--- src/rtl/frame_ram_sched.sv ---
// rtl/frame_ram_sched.sv - frame tile RAM port scheduler with clear sweep
//
// Owns the single port of the 80x60 tile RAM. Video fetch reads always win.
// The three game-logic writers (head, tail, food) are granted round-robin in
// cycles where video does not need the port. After reset, or on clr_start,
// a sweep writes CLEAR_VAL to every tile before normal service resumes.
//
// Optional build macro: FRAME_WR_BOUNDS_CHK_EN
//   Drops granted writes with an address >= DEPTH and flags them on wr_oob.
//
// Ports:
//   px_clk     pixel clock, rising edge
//   rstn       synchronous active-low reset
//   vid_rd_en  video fetch needs the port this cycle
//   vid_addr   video fetch address
//   wr_req     write requests: bit0 head, bit1 tail, bit2 food
//   wr_addr    packed write addresses, slot k at [k*ADDR_WIDTH +: ADDR_WIDTH]
//   wr_data    packed write data, slot k at [k*DATA_WIDTH +: DATA_WIDTH]
//   wr_gnt     one-hot grant; the write happens in the grant cycle
//   clr_start  pulse: start a clear sweep (ignored while clr_busy)
//   clr_busy   clear sweep in progress
//   clr_done   one-cycle pulse after the last tile is cleared
//   ram_addr   RAM address
//   ram_write  RAM write enable
//   ram_wdata  RAM write data
//   wr_oob     (FRAME_WR_BOUNDS_CHK_EN only) granted write was out of range
`timescale 1ns/1ps

module frame_ram_sched #(
  parameter int ADDR_WIDTH = 13,
  parameter int DATA_WIDTH = 3,
  parameter int DEPTH      = 4800,
  parameter int CLEAR_VAL  = 0
) (
  input  logic                    px_clk,
  input  logic                    rstn,
  input  logic                    vid_rd_en,
  input  logic [ADDR_WIDTH-1:0]   vid_addr,
  input  logic [2:0]              wr_req,
  input  logic [3*ADDR_WIDTH-1:0] wr_addr,
  input  logic [3*DATA_WIDTH-1:0] wr_data,
  output logic [2:0]              wr_gnt,
  input  logic                    clr_start,
  output logic                    clr_busy,
  output logic                    clr_done,
  output logic [ADDR_WIDTH-1:0]   ram_addr,
  output logic                    ram_write,
  output logic [DATA_WIDTH-1:0]   ram_wdata
`ifdef FRAME_WR_BOUNDS_CHK_EN
  ,
  output logic                    wr_oob
`endif
);

  typedef enum logic {
    CLEAR = 1'b0,
    SERVE = 1'b1
  } state_t;

  localparam logic [ADDR_WIDTH-1:0] LAST_ADDR = ADDR_WIDTH'(DEPTH - 1);
`ifdef FRAME_WR_BOUNDS_CHK_EN
  // One extra bit so DEPTH itself is representable for the unsigned compare.
  localparam logic [ADDR_WIDTH:0]   DEPTH_W   = (ADDR_WIDTH + 1)'(DEPTH);
`endif

  state_t                  state, state_nxt;
  logic [ADDR_WIDTH-1:0]   cnt, cnt_nxt;
  logic [1:0]              ptr, ptr_nxt;
  logic                    done_nxt;

  logic                    pick_vld;
  logic [1:0]              pick;
  logic [2:0]              idx;
  logic [ADDR_WIDTH-1:0]   slot_addr;
  logic [DATA_WIDTH-1:0]   slot_data;

  // Round-robin search: first requester at or after ptr, wrapping 2 -> 0.
  always_comb begin
    pick_vld = 1'b0;
    pick     = 2'd0;
    idx      = 3'd0;
    for (int i = 0; i < 3; i++) begin
      idx = {1'b0, ptr} + 3'(i);
      if (idx >= 3'd3) idx = idx - 3'd3;
      if (!pick_vld && wr_req[idx[1:0]]) begin
        pick_vld = 1'b1;
        pick     = idx[1:0];
      end
    end
  end

  assign slot_addr = wr_addr[pick*ADDR_WIDTH +: ADDR_WIDTH];
  assign slot_data = wr_data[pick*DATA_WIDTH +: DATA_WIDTH];
  assign clr_busy  = (state == CLEAR);

  always_ff @(posedge px_clk) begin
    if (!rstn) begin
      state    <= CLEAR;
      cnt      <= '0;
      ptr      <= 2'd0;
      clr_done <= 1'b0;
    end else begin
      state    <= state_nxt;
      cnt      <= cnt_nxt;
      ptr      <= ptr_nxt;
      clr_done <= done_nxt;
    end
  end

  always_comb begin
    state_nxt = state;
    cnt_nxt   = cnt;
    ptr_nxt   = ptr;
    done_nxt  = 1'b0;
    wr_gnt    = 3'b000;
    ram_addr  = vid_addr;
    ram_write = 1'b0;
    ram_wdata = DATA_WIDTH'(CLEAR_VAL);
`ifdef FRAME_WR_BOUNDS_CHK_EN
    wr_oob    = 1'b0;
`endif
    // While reset is held the port is left idle (no writes, no grants).
    if (rstn) begin
      case (state)
        CLEAR: begin
          // Video reads take the port; the sweep simply stalls that cycle.
          if (!vid_rd_en) begin
            ram_write = 1'b1;
            ram_addr  = cnt;
            if (cnt == LAST_ADDR) begin
              state_nxt = SERVE;
              cnt_nxt   = '0;
              done_nxt  = 1'b1;
            end else begin
              cnt_nxt = cnt + ADDR_WIDTH'(1);
            end
          end
        end
        SERVE: begin
          if (clr_start) begin
            state_nxt = CLEAR;
            cnt_nxt   = '0;
          end else if (!vid_rd_en && pick_vld) begin
            wr_gnt[pick] = 1'b1;
            ram_write    = 1'b1;
            ram_addr     = slot_addr;
            ram_wdata    = slot_data;
            ptr_nxt      = (pick == 2'd2) ? 2'd0 : pick + 2'd1;
`ifdef FRAME_WR_BOUNDS_CHK_EN
            // Grant still consumed so the requester can move on.
            if ({1'b0, slot_addr} >= DEPTH_W) begin
              ram_write = 1'b0;
              wr_oob    = 1'b1;
            end
`endif
          end
        end
        default: state_nxt = CLEAR;
      endcase
    end
  end

endmodule

--- config.mk ---
export PLATFORM = sky130hd
export DESIGN_NAME = frame_ram_sched
export DESIGN_NICKNAME = d
export VERILOG_FILES = /design/src/rtl/frame_ram_sched.sv
export SDC_FILE = /design/constraint.sdc
export NUM_CORES = 1
export LEC_CHECK = 0
export BUFFER_PORTS_ARGS = -buffer_cell sky130_fd_sc_hd__buf_2
export CAP_MARGIN = 20
export CORE_ASPECT_RATIO = 2
export CORE_MARGIN = 4
export CORE_UTILIZATION = 34
export CTS_CLUSTER_SIZE = 14
export DETAILED_ROUTE_END_ITERATION = 6
export HOLD_SLACK_MARGIN = 0.15
export PLACE_DENSITY = 0.61
export REMOVE_ABC_BUFFERS = 1
export SKIP_CTS_REPAIR_TIMING = 1
export SYNTH_ARGS = -nofsm -noshare
export SYNTH_HDL_FRONTEND = slang
export SYNTH_SLANG_ARGS = --single-unit
--- constraint.sdc ---
create_clock -name px_clk -period 2.8 [get_ports px_clk]
set_input_delay 0.7 -clock px_clk [delete_from_list [all_inputs] [get_ports px_clk]]
set_output_delay 0.7 -clock px_clk [all_outputs]
set_load 0.01 [all_outputs]
# Word level (Yosys, flattened, before mapping)
# Cells that the tools add are included.
dict set report word_totals {
  register_bits 17
  latch_bits 0
  mem_bits_rw 0
  rom_bits 0
  in_bits 68
  output_inout_bits 22
  wordCells 84
  memories 0
}
dict set report op_classes {
  addsub 7
  mul 2
  div_mod_pow 0
  n_lt_le_gt_ge 8
  eq_ne 4
  shifts 2
  mux 44
  bitwise_logic 3
  n_reduce_logical 10
}
# op n
set op_table {}
lappend op_table {{13-bit two-way mux} 7}
lappend op_table {{13-bit case mux with 2 select lines} 2}
lappend op_table {{39-bit by 7-bit indexed part select with 13-bit output} 1}
lappend op_table {{3-bit two-way mux} 8}
lappend op_table {{1-bit two-way mux} 14}
lappend op_table {{2-bit two-way mux} 7}
lappend op_table {{13-bit by 1-bit adder with 13-bit output (second input constant)} 1}
lappend op_table {{13-bit equality test (second input constant)} 1}
lappend op_table {{2-bit by 3-bit < comparator with 1-bit output (second input constant)} 4}
lappend op_table {{9-bit by 5-bit indexed part select with 3-bit output} 1}
lappend op_table {{1-bit binary-select mux with 2-bit select} 3}
lappend op_table {{3-bit by 2-bit >= comparator with 1-bit output (second input constant)} 2}
lappend op_table {{2-bit by 4-bit multiplier with 6-bit output (second input constant)} 1}
lappend op_table {{2-bit subtractor (second input constant)} 3}
lappend op_table {{1-bit logical AND} 4}
lappend op_table {{2-bit by 2-bit multiplier with 4-bit output (second input constant)} 1}
lappend op_table {{2-bit != test (second input constant)} 2}
lappend op_table {{1-bit case mux with 2 select lines} 2}
lappend op_table {{2-bit by 1-bit adder with 3-bit output (second input constant)} 1}
lappend op_table {{2-bit by 2-bit adder with 3-bit output (second input constant)} 1}
lappend op_table {{1-bit logical NOT} 3}
lappend op_table {{1-bit NOT} 3}
lappend op_table {{3-bit AND reduction} 1}
lappend op_table {{2-bit by 1-bit adder with 2-bit output (second input constant)} 1}
lappend op_table {{6 further kinds} 6}

# Depth between registers and ports, before layout
# Gate-level depths: netlist (run 1).
dict set report depth {
  ltp_word 19
  mapped_depth 10
  ltp_nobuf 7
}

# Least setup slack after synthesis (run 1)
# Ideal clock, no wire load.
dict set report synth_path {
  path_type {reg2out}
  start {register ptr[0]}
  end {output port ram_addr[10]}
  arrival_ns 2.319
  t_required_ns 2.100
  slack_ns -0.219
  stages_incl_launch_ff 11
  n_path_buf 3
  path_cell_list {dfxtp_1 -> inv_1 -> ha_1 -> buf_4 -> and3b_1 -> o21bai_1 -> nor4_4 -> or4_4 -> buf_6 -> buf_6 -> o31ai_2}
}
dict set report synth_via {
  elab_chain_cells 17
  word_cells_on_any_way 34
  classes_between {add/sub (5); mul (1); order compare (3); shift (1); mux (19); reduce/logical (5)}
}
# element line_no
set synth_lines {}
lappend synth_lines {{from (decl)} 68} ;# logic [1:0] ptr, ptr_nxt;
lappend synth_lines {{from (signal assigned)} 105} ;# ptr <= ptr_nxt;
lappend synth_lines {{parallel branches: the longest is 13 deep, another holds 2-bit by 4-bit multiplier with 6-bit output} n/a}
lappend synth_lines {{13-bit two-way mux (*)} 143} ;# end else if (!vid_rd_en && pick_vld) begin
lappend synth_lines {{13-bit two-way mux (*)} 140} ;# if (clr_start) begin
lappend synth_lines {{13-bit case mux with 2 select lines (*)} 124} ;# case (state)
lappend synth_lines {{13-bit two-way mux (*)} 123} ;# if (rstn) begin
lappend synth_lines {{to (decl)} 46} ;# output logic [ADDR_WIDTH-1:0] ram_addr,
# Mark *: on every way between the ends. The select of a mux whose other input is x is not followed.

# Worst setup path after layout (run 1)
dict set report layout_path {
  start {register ptr[0]}
  end {output port ram_wdata[0]}
}
dict set report layout_via {
  elab_chain_cells 17
  word_cells_on_any_way 34
  classes_between {add/sub (5); mul (1); order compare (3); shift (1); mux (19); reduce/logical (5)}
}
# element line_no
set layout_lines {}
lappend layout_lines {{parallel branches: the longest is 13 deep, another holds 2-bit by 2-bit multiplier with 4-bit output} n/a}
lappend layout_lines {{3-bit two-way mux (*)} 143}
lappend layout_lines {{3-bit two-way mux (*)} 140}
lappend layout_lines {{3-bit two-way mux (*)} 124}
lappend layout_lines {{3-bit two-way mux (*)} 123}
lappend layout_lines {{to (decl)} 48} ;# output logic [DATA_WIDTH-1:0] ram_wdata
# Marked as above.

==> results.json, run 1 <==
{
  "run_status": "finished, violations left",
  "failed_checks": "negative setup slack",
  "crit_slowest_cell": "dfxtp_2",
  "postSynthAreaPerCell_um2": 7.751,
  "min_period_over_period_pct": 115.4,
  "max_slew.worst_pin.slew_ns": 0.6108,
  "synth_adder_area_share_pct": 2.572,
  "fillers": 485,
  "portBuffers": 89,
  "yosys-top-cells-area": "dfxtp_1, nor2_1, a221oi_1, a22o_1, and2_1",
  "p_sw_share_pct": 32.89,
  "via_per_inst": 5.950,
  "first_global_vias": 2129,
  "hold_end": "cnt[0]",
  "ir_drop_uv": 209.0,
  "die_area_um2": 7070,
  "final.setup_skew_ns": 0.01071,
  "clkLatencyLatePin_ns": 0.27,
  "postSynth.topFlopCell": "dfxtp_1",
  "routedWlPerCell_um": 18.87,
  "clock_power_share_pct": 27.3,
  "total_leakage_power_uw": 0.001265,
  "cts.sinks": 17,
  "route.vias.total": 2517,
  "main_combinational_cell_family_by_area_after_synthesis": "compound AO/OA/AOI/OAI gates",
  "route.detailed.drc": 0,
  "synth-xor-area-share_pct": 1.350,
  "drtAntennaViolNets": 0,
  "core_um2": 5468,
  "max_freq_ghz": 0.3096,
  "ff_latch_area_um2": 342.8,
  "max-clock-path-buffers": 2,
  "hold_wc_startpoint": "cnt[0]",
  "net-switching-power_uw": 237.4,
  "antenna_cells_inserted": 0,
  "max-slew-margin-rel_pct": 58.94,
  "grt_pass1_wl_um": 9673,
  "grt.met2_usage_pct": 34.78,
  "post_synth_inst_count": 251,
  "post_layout_min_period_ns": 3.230,
  "p_seq_share_pct": 34.2,
  "postSynthRegisterBits": 17,
  "design.portCount": 90,
  "num_rows": 38,
  "synthesis.area_um2": 1946,
  "final_layout_size_suffix_gt1_share_pct": 50.96,
  "crit-reg2reg-launch": "ptr[0]",
  "drt_iter0_markers": 148,
  "largest_net_degree_at_the_start_of_global_routing": 23,
  "rsz0062_at_grt": "yes",
  "fin_nets": 436,
  "synthMuxAreaShare_pct": 2.572,
  "min-delay-path-class": "reg2reg",
  "tritoncts.num_buffers": 3,
  "r2r_slack_ns": 0.53,
  "synthMostInstantiatedCell": "nor2_1",
  "critPathArrivalTime_ns": 2.53,
  "power.density_nw_per_um2": 233.3,
  "placedCellCount": 407,
  "synth_enable_flop_cells": 0,
  "worst-path-buf-inv": 5,
  "cpPeakStageDelay_ns": 0.33,
  "die_h_um": 115.0,
  "die_x_um": 61.49,
  "number_of_antenna_violations_at_the_first_check_in_global_routing": 0,
  "synth_top_cell_area_share_pct": 17.49,
  "compound_gate_portion_of_the_synthesized_area_pct": 40.45,
  "cts_root_buffer": "clkbuf_8",
  "synth-simple-area-share_pct": 28.75,
  "synth.largest_area_cell": "dfxtp_1",
  "gp_congestion": 0.8496,
  "areaGrowthSynthToFinish_pct": 59.04,
  "kind_of_start_point_of_the_critical_path": "flop",
  "critical_path.endpoint_type": "output pin",
  "pwr-share-comb_pct": 38.5,
  "critical_path.cell_chain": "inv_2 > ha_4 > and3b_2 > o221ai_2 > buf_4 > o31ai_4 > buf_12 > clkbuf_16 > mux2i_2 > a211oi_2 > buf_2",
  "report.final.setup_viol": 20,
  "met1_usage_pct": 17.49,
  "global_route_overflow": 0,
  "async_reset_ff_share_pct": 0,
  "non_filler_cells_final": 423,
  "wl_um": 7982,
  "floorplan.initialDensity_pct": 35.58,
  "grt_util_met3_pct": 0.7865,
  "r2r_cells": 10,
  "yosysSeqAreaShare_pct": 17.49,
  "totalNegativeSetupSlack_ns": -6.767,
  "drtPass1Iterations": 5,
  "layout_setup_ws_ns": -0.4303,
  "multi_input_area_um2": 1780,
  "yosysWarningCount": 0,
  "maximum_fanout_count_along_the_critical_path": 8,
  "critPathRequiredTime_ns": 2.10,
  "critical_path.reg2reg.endpoint": "ptr[0]",
  "power_uw": 721.8,
  "groute.usage.overall_pct": 17.79,
  "internal-power_uw": 484.4,
  "hpwl_um": 5428,
  "worst_path_dominant_cell_family": "buffers and inverters",
  "timing.max_cap.violations": 0,
  "clock_tree.htree_level_count": 1,
  "hold_depth": 2,
  "grt_busiest_layer": "met2",
  "synthDistinctLibCells": 55,
  "final_max_slew_viol_count": 0,
  "critical_path_class": "reg2out",
  "clk_pin_slew_ns": 0.06,
  "tritoncts": "yes",
  "hold_violations": 0,
  "ys_top_cells_by_count": "nor2_1, dfxtp_1, and2_1, clkbuf_1"
}
cells in the final DEF (no fill, tap or decap), types with 3 or more instances in the layout:
cell and count:
a211oi_2 3, a21oi_1 9, a221oi_1 4, a221oi_2 4, a221oi_4 5, a22o_1 13, a31oi_1 11, and2_1 14
buf_12 4, buf_2 89, buf_4 26, buf_6 4, clkbuf_8 3, dfxtp_1 15, ha_4 3, inv_1 3
mux2i_1 3, nand2_1 12, nand2b_1 4, nand3_1 4, nand3b_1 4, nand4_1 3, nor2_1 34, nor3_1 3
o21ai_0 8, o31ai_1 7, o31ai_2 8, or4_4 4, xor2_1 3
registers in the layout, summed over array words and instances (netlist names):
| register | flops |
|---|---|
| ptr | 2 |
| state | 1 |
| cnt | 13 |
| clr_done | 1 |
per-layer routing:
metal,share of wire (%),wire [um]
met1,33,2667
met2,58,4653
met3,5.1,411
met4,3.1,249
met5,0,0
cells by family (layout without fill, tap and decap cells):
family                   count (synthesis)  in the layout
AND/OR/NAND/NOR                        101            104
AO/OA/AOI/OAI                           95             95
multiplexers                             5              5
flip-flops                              17             17
buffers and inverters                   26            135
XOR/XNOR                                 3              3
adder cells (fa/ha/maj)                  4              4
power groups by stage:
stage | clock, uW | sequential (uW) | combinational (uW)
2_1_floorplan | 0 | 252 | 108
3_3_place_gp | 0 | 253 | 215
3_5_place_dp | 0 | 253 | 217
4_1_cts | 203 | 247 | 218
5_1_grt | 209 | 248 | 298
6_report | 197 | 247 | 278
worst max-delay path by stage:
stage | start | end | slack, ns | cells past startpoint
6_report | ptr[0] | ram_wdata[0] | -0.43 | 11
5_1_grt | ptr[0] | ram_wdata[0] | -0.50 | 11
4_1_cts | ptr[0] | ram_addr[11] | -0.55 | 9
3_5_place_dp | wr_req[2] | ram_addr[11] | -0.31 | 8
3_3_place_gp | wr_req[2] | ram_addr[11] | -0.28 | 8
2_1_floorplan | ptr[0] | ram_addr[0] | -0.49 | 7
final cells by class:
type / count / share of cell area (%)
clock inverter: 1 / 0.1617
inverter: 5 / 0.6066
timing repair buffer: 126 / 26.85
clock buffer: 3 / 1.334
multi-input combinational: 211 / 57.54
tap: 60 / 2.426
sequential: 17 / 11.08
worst min-delay path: stages (launching register included):
cell and delay, ns:
dfxtp_1 0.37, nand2_1 0.08, a21oi_1 0.05
per-stage QoR:
stage | util [%] | instance area (um2) | setup slack [ns] | hold slack (ns)
finish | 56.59 | 3094 | -0.4303 | 0.5431
global route | 56.59 | 3094 | -0.4966 | 0.5773
CTS | 48.17 | 2634 | -0.5501 | 0.5441
detailed placement | 47.32 | 2587 | -0.3057 | 0.5325
global placement | 47.32 | 2587 | -0.2756 | 0.5213
floorplan | - | 1832 | -0.4930 | 0.4615
Power figures use the tool's default switching activity.
==> inputs of run 2 (changes only) <==
--- a/config.mk
+++ b/config.mk
@@ -9,11 +9,11 @@
 export CAP_MARGIN = 20
 export CORE_ASPECT_RATIO = 2
 export CORE_MARGIN = 4
-export CORE_UTILIZATION = 34
+export CORE_UTILIZATION = 43
 export CTS_CLUSTER_SIZE = 14
 export DETAILED_ROUTE_END_ITERATION = 6
 export HOLD_SLACK_MARGIN = 0.15
-export PLACE_DENSITY = 0.61
+export PLACE_DENSITY = 0.74
 export REMOVE_ABC_BUFFERS = 1
 export SKIP_CTS_REPAIR_TIMING = 1
 export SYNTH_ARGS = -nofsm -noshare
==> run 2 against run 1 <==
The flow still finishes with violations (negative setup slack). Design area down 0.57%. Clock power is 8% lower. Hold slack got worse by 0.018 ns. Via count increased by 3.3%. Die area fell by 19%. Wire length decreased by 1.5%. Non-clock buffer count grew 3. Total power down 2.3%. Largest cell class unchanged.
==> results.json, run 2 (same netlist as run 1, synthesis figures left out) <==
{
  "drtPass1Iterations": 4,
  "tritoncts.num_buffers": 3,
  "timing.max_cap.violations": 0,
  "cpPeakStageDelay_ns": 0.32,
  "critPathRequiredTime_ns": 2.10,
  "r2r_slack_ns": 0.53,
  "routedWlPerCell_um": 18.73,
  "cell_occurring_most_often_along_the_worst_timing_path": "buf_6",
  "kind_of_start_point_of_the_critical_path": "flop",
  "grt_pass1_wl_um": 10570,
  "ir_drop_uv": 317.2,
  "design.portCount": 90,
  "antenna_cells_inserted": 0,
  "layout_setup_ws_ns": -0.3913,
  "clkLatencyLatePin_ns": 0.25,
  "first_global_vias": 2238,
  "via_per_inst": 6.190,
  "wl_um": 7865,
  "total_leakage_power_uw": 0.001276,
  "maximum_fanout_count_along_the_critical_path": 8,
  "critical_path.endpoint_type": "output pin",
  "layout_common_cells": "buf_2, nor2_1, buf_4",
  "crit_slowest_cell": "dfxtp_2",
  "max_freq_ghz": 0.3134,
  "floorplan.initialDensity_pct": 44.40,
  "cts.sinks": 17,
  "die_area_um2": 5730,
  "critical_path.cell_chain": "inv_2 > ha_4 > nor2b_1 > o21a_4 > buf_6 > o31ai_4 > buf_6 > clkbuf_16 > a221oi_4 > o31ai_2 > buf_2",
  "critical_path_class": "reg2out",
  "regMostFlops": "cnt",
  "placedCellCount": 402,
  "route.vias.total": 2600,
  "die_h_um": 103.1,
  "max-clock-path-buffers": 2,
  "largest_net_degree_at_the_start_of_global_routing": 23,
  "pwr-share-comb_pct": 39.3,
  "tritoncts": "yes",
  "report.final.setup_viol": 20,
  "number_of_antenna_violations_at_the_first_check_in_global_routing": 0,
  "p_seq_share_pct": 34.9,
  "min_period_over_period_pct": 114.0,
  "internal-power_uw": 484.3,
  "net-switching-power_uw": 220.5,
  "core_um2": 4382,
  "route.detailed.drc": 0,
  "worst_path_dominant_cell_family": "compound AO/OA/AOI/OAI gates",
  "die_x_um": 55.57,
  "max_slew.worst_pin.slew_ns": 0.6210,
  "post_layout_min_period_ns": 3.191,
  "final_max_slew_viol_count": 0,
  "min-delay-path-class": "reg2reg",
  "hpwl_um": 5382,
  "groute.usage.overall_pct": 22.60,
  "postLayoutCoreUtil_pct": 70.22,
  "clk_pin_slew_ns": 0.06,
  "cts_root_buffer": "clkbuf_8",
  "drt_iter0_markers": 181,
  "drtAntennaViolNets": 0,
  "global_route_overflow": 0,
  "hold_violations": 0,
  "critPathArrivalTime_ns": 2.49,
  "fillers": 324,
  "num_rows": 34,
  "layout_commonest_cell": "buf_2",
  "areaGrowthSynthToFinish_pct": 58.14,
  "final_layout_size_suffix_gt1_share_pct": 50.55,
  "worst-path-buf-inv": 5,
  "non_filler_cells_final": 420,
  "power.density_nw_per_um2": 229.1,
  "max-slew-margin-rel_pct": 58.25,
  "largest_reg_flops": 13,
  "clock_tree.htree_level_count": 1,
  "largestRegisters": "cnt (13), ptr (2)",
  "p_sw_share_pct": 31.29,
  "gp_congestion": 0.9058,
  "clock_power_share_pct": 25.8,
  "fin_nets": 439,
  "failed_checks": "negative setup slack",
  "final.setup_skew_ns": 0.0008514,
  "rsz0062_at_grt": "yes",
  "run_status": "finished, violations left",
  "portBuffers": 89
}
==> run 2: final timing paths <==
path,from,endpoint,cells past startpoint
max,ptr[0],ram_addr[10],11
min,cnt[0],cnt[0],2
max reg2reg,ptr[0],ptr[1],10
min reg2reg,cnt[0],cnt[0],2
==> run 2: power by group through the flow <==
stage / Combinational (uW) / Clock, uW / Sequential, uW
after detailed placement: 219 / 0 / 252
after global routing: 297 / 198 / 246
after global placement: 215 / 0 / 252
after CTS: 220 / 187 / 247
after floorplan: 108 / 0 / 252
final: 277 / 182 / 246
==> run 2: layer usage <==
layer  up-vias  GRT usage, %  part of all wire, %
li1       1228             -                    -
met5         -             0                    0
met2       118         47.17                   55
met4         0         6.554                  4.7
met3        31         3.383                  5.4
met1      1223         22.24                   35
==> run 2: per-stage QoR <==
stage	total power, uW	instance area, um2	hold WS [ns]	worst slack [ns]	setup TNS, ns
after CTS	653.7	2645	0.5193	-0.5798	-8.728
after detailed placement	471.3	2600	0.5161	-0.3817	-4.629
after global routing	741.0	3077	0.5709	-0.4669	-7.596
after global placement	467.7	2600	0.5133	-0.3361	-3.776
after floorplan	359.5	1832	0.4615	-0.4930	-8.241
final	704.9	3077	0.5254	-0.3913	-5.657
==> run 2: worst reg2reg max path: stages (launching register included) <==
cell and delay (ns):
dfxtp_2 0.32, inv_2 0.08, ha_4 0.22, and3b_2 0.24, o21bai_2 0.21, nor4_4 0.44, buf_6 0.23, buf_4 0.14
buf_4 0.11, o31ai_1 0.07, a21oi_1 0.14
==> run 2: cell type report <==
| cell class | instances | area (um2) | share of cell area (%) |
|---|---|---|---|
| multi-input combinational | 211 | 1755 | 57.06 |
| sequential | 17 | 345.3 | 11.22 |
| timing repair buffer | 129 | 844.6 | 27.45 |
| tap | 54 | 67.56 | 2.196 |
| clock buffer | 4 | 45.04 | 1.464 |
| inverter | 5 | 18.77 | 0.6100 |
==> inputs of run 3 (changes only) <==
--- a/config.mk
+++ b/config.mk
@@ -14,6 +14,7 @@
 export DETAILED_ROUTE_END_ITERATION = 6
 export HOLD_SLACK_MARGIN = 0.15
 export PLACE_DENSITY = 0.74
+export RECOVER_POWER = 100
 export REMOVE_ABC_BUFFERS = 1
 export SKIP_CTS_REPAIR_TIMING = 1
 export SYNTH_ARGS = -nofsm -noshare
==> run 3 against run 2 <==
The flow still finishes with violations (negative setup slack). Clock skew up 0.0010 ns. Clock power hardly changed. Hold slack gained 0.0017 ns. Global-route usage unchanged. Register-to-register slack got worse by 0.24 ns. Largest power group unchanged. Total power fell by 0.14%.
==> results.json, run 3 (same netlist as run 1, synthesis figures left out) <==
{
  "run_status": "finished, violations left",
  "failed_checks": "negative setup slack",
  "num_rows": 34,
  "p_seq_share_pct": 35.0,
  "layout_commonest_cell": "buf_2",
  "critical_path_class": "reg2out",
  "largest_reg_flops": 13,
  "route.vias.total": 2606,
  "crit_slowest_cell": "dfxtp_2",
  "tritoncts.num_buffers": 3,
  "fin_nets": 439,
  "largest_net_degree_at_the_start_of_global_routing": 23,
  "power.density_nw_per_um2": 229.5,
  "crit-reg2reg-launch": "cnt[0]",
  "final_max_slew_viol_count": 0,
  "wl_um": 7879,
  "clock_tree.htree_level_count": 1,
  "rsz0062_at_grt": "yes",
  "floorplan.initialDensity_pct": 44.40,
  "cell_occurring_most_often_along_the_worst_timing_path": "buf_6",
  "areaGrowthSynthToFinish_pct": 57.62,
  "p_sw_share_pct": 31.24,
  "worst_slack_at_placement_ns": -0.3817,
  "report.final.setup_viol": 20,
  "global_route_overflow": 0,
  "worst-path-buf-inv": 5,
  "total_leakage_power_uw": 0.001267,
  "clock_power_share_pct": 25.7,
  "portBuffers": 89,
  "route.detailed.drc": 0,
  "die_area_um2": 5730,
  "clk_pin_slew_ns": 0.06,
  "cts_root_buffer": "clkbuf_8",
  "gp_congestion": 0.9058,
  "internal-power_uw": 484.0,
  "groute.usage.overall_pct": 22.60,
  "largestRegisters": "cnt (13), ptr (2)",
  "hpwl_um": 5382,
  "max_slew.worst_pin.slew_ns": 0.9918,
  "hold_violations": 0,
  "r2r_cells": 6,
  "hold_wc_startpoint": "cnt[0]",
  "cpPeakStageDelay_ns": 0.32,
  "die_x_um": 55.57,
  "post_layout_min_period_ns": 3.188,
  "critical_path.endpoint_type": "output pin",
  "worst_path_dominant_cell_family": "compound AO/OA/AOI/OAI gates",
  "final.setup_skew_ns": 0.001855,
  "hold_depth": 2,
  "critPathArrivalTime_ns": 2.49,
  "number_of_antenna_violations_at_the_first_check_in_global_routing": 0,
  "critical_path.cell_chain": "inv_2 > ha_4 > nor2b_1 > o21a_4 > buf_6 > o31ai_4 > buf_6 > clkbuf_16 > a221oi_4 > o31ai_2 > buf_2",
  "timing.max_cap.violations": 0,
  "regMostFlops": "cnt",
  "core_um2": 4382,
  "via_per_inst": 6.205,
  "kind_of_start_point_of_the_critical_path": "flop",
  "max_freq_ghz": 0.3137,
  "max-clock-path-buffers": 2,
  "die_h_um": 103.1,
  "first_global_vias": 2238,
  "routedWlPerCell_um": 18.76,
  "layout_common_cells": "buf_2, nor2_1, buf_4",
  "drtPass1Iterations": 4,
  "clkLatencyLatePin_ns": 0.25,
  "fillers": 326,
  "max-slew-margin-rel_pct": 33.27,
  "design.portCount": 90,
  "maximum_fanout_count_along_the_critical_path": 8,
  "antenna_cells_inserted": 0,
  "tritoncts": "yes",
  "cts.sinks": 17,
  "layout_setup_ws_ns": -0.3881,
  "critical_path.reg2reg.endpoint": "cnt[9]",
  "final_layout_size_suffix_gt1_share_pct": 49.45,
  "pwr-share-comb_pct": 39.4,
  "min-delay-path-class": "reg2reg",
  "drtAntennaViolNets": 0,
  "ir_drop_uv": 314.5,
  "drt_iter0_markers": 152,
  "min_period_over_period_pct": 113.9,
  "net-switching-power_uw": 219.9,
  "r2r_slack_ns": 0.29,
  "critPathRequiredTime_ns": 2.10,
  "hold_end": "cnt[0]",
  "power_uw": 703.9,
  "grt_pass1_wl_um": 10570
}
[run 3: worst max path at each step]
stage / end / startpoint / cells after the start / slack, ns
after floorplan: ram_addr[0] / ptr[0] / 7 / -0.49
after global placement: ram_addr[5] / wr_req[2] / 7 / -0.34
after detailed placement: ram_addr[5] / wr_req[2] / 7 / -0.38
after CTS: ram_addr[5] / ptr[0] / 8 / -0.58
after global routing: ram_addr[2] / ptr[0] / 10 / -0.47
final: ram_addr[10] / ptr[0] / 11 / -0.39
[run 3: layer usage]
metal | vias up | wire length, um | track usage [%]
li1 | 1225 | - | -
met1 | 1234 | 2758 | 22.24
met2 | 117 | 4318 | 47.17
met3 | 30 | 438 | 3.383
met4 | 0 | 364 | 6.554
met5 | - | 0 | 0
[run 3: cell type report]
type	instances	area, um2	area share (%)
multi-input cells	211	1749	57.04
flip-flops and latches	17	345.3	11.26
clock buffers	4	45.04	1.469
repair buffers	129	840.8	27.42
well taps	54	67.56	2.203
inverters	5	18.77	0.6120
[run 3: stage by stage]
step	utilization [%]	setup TNS (ns)	std cells	instance area (um2)	hold slack [ns]
final	69.99	-5.644	420	3067	0.5271
after global routing	69.99	-7.597	420	3067	0.5709
after CTS	60.37	-8.728	406	2645	0.5193
after detailed placement	59.34	-4.629	402	2600	0.5161
after global placement	59.34	-3.776	402	2600	0.5133
after floorplan	-	-8.241	230	1832	0.4615
[run 3: power groups by stage]
stage	combinational, uW	clock [uW]	sequential, uW
global route	297	198	246
finish	277	181	246
detailed placement	219	0	252
global placement	215	0	252
CTS	220	187	247
floorplan	108	0	252
[run 3: worst reg2reg max path, cell delays in order (launching register included)]
cell and delay, ns:
dfxtp_1 0.42, ha_1 0.20, nand3_1 0.20, nor4_1 0.90, nor2_1 0.25, and2_0 0.21, o221a_2 0.22
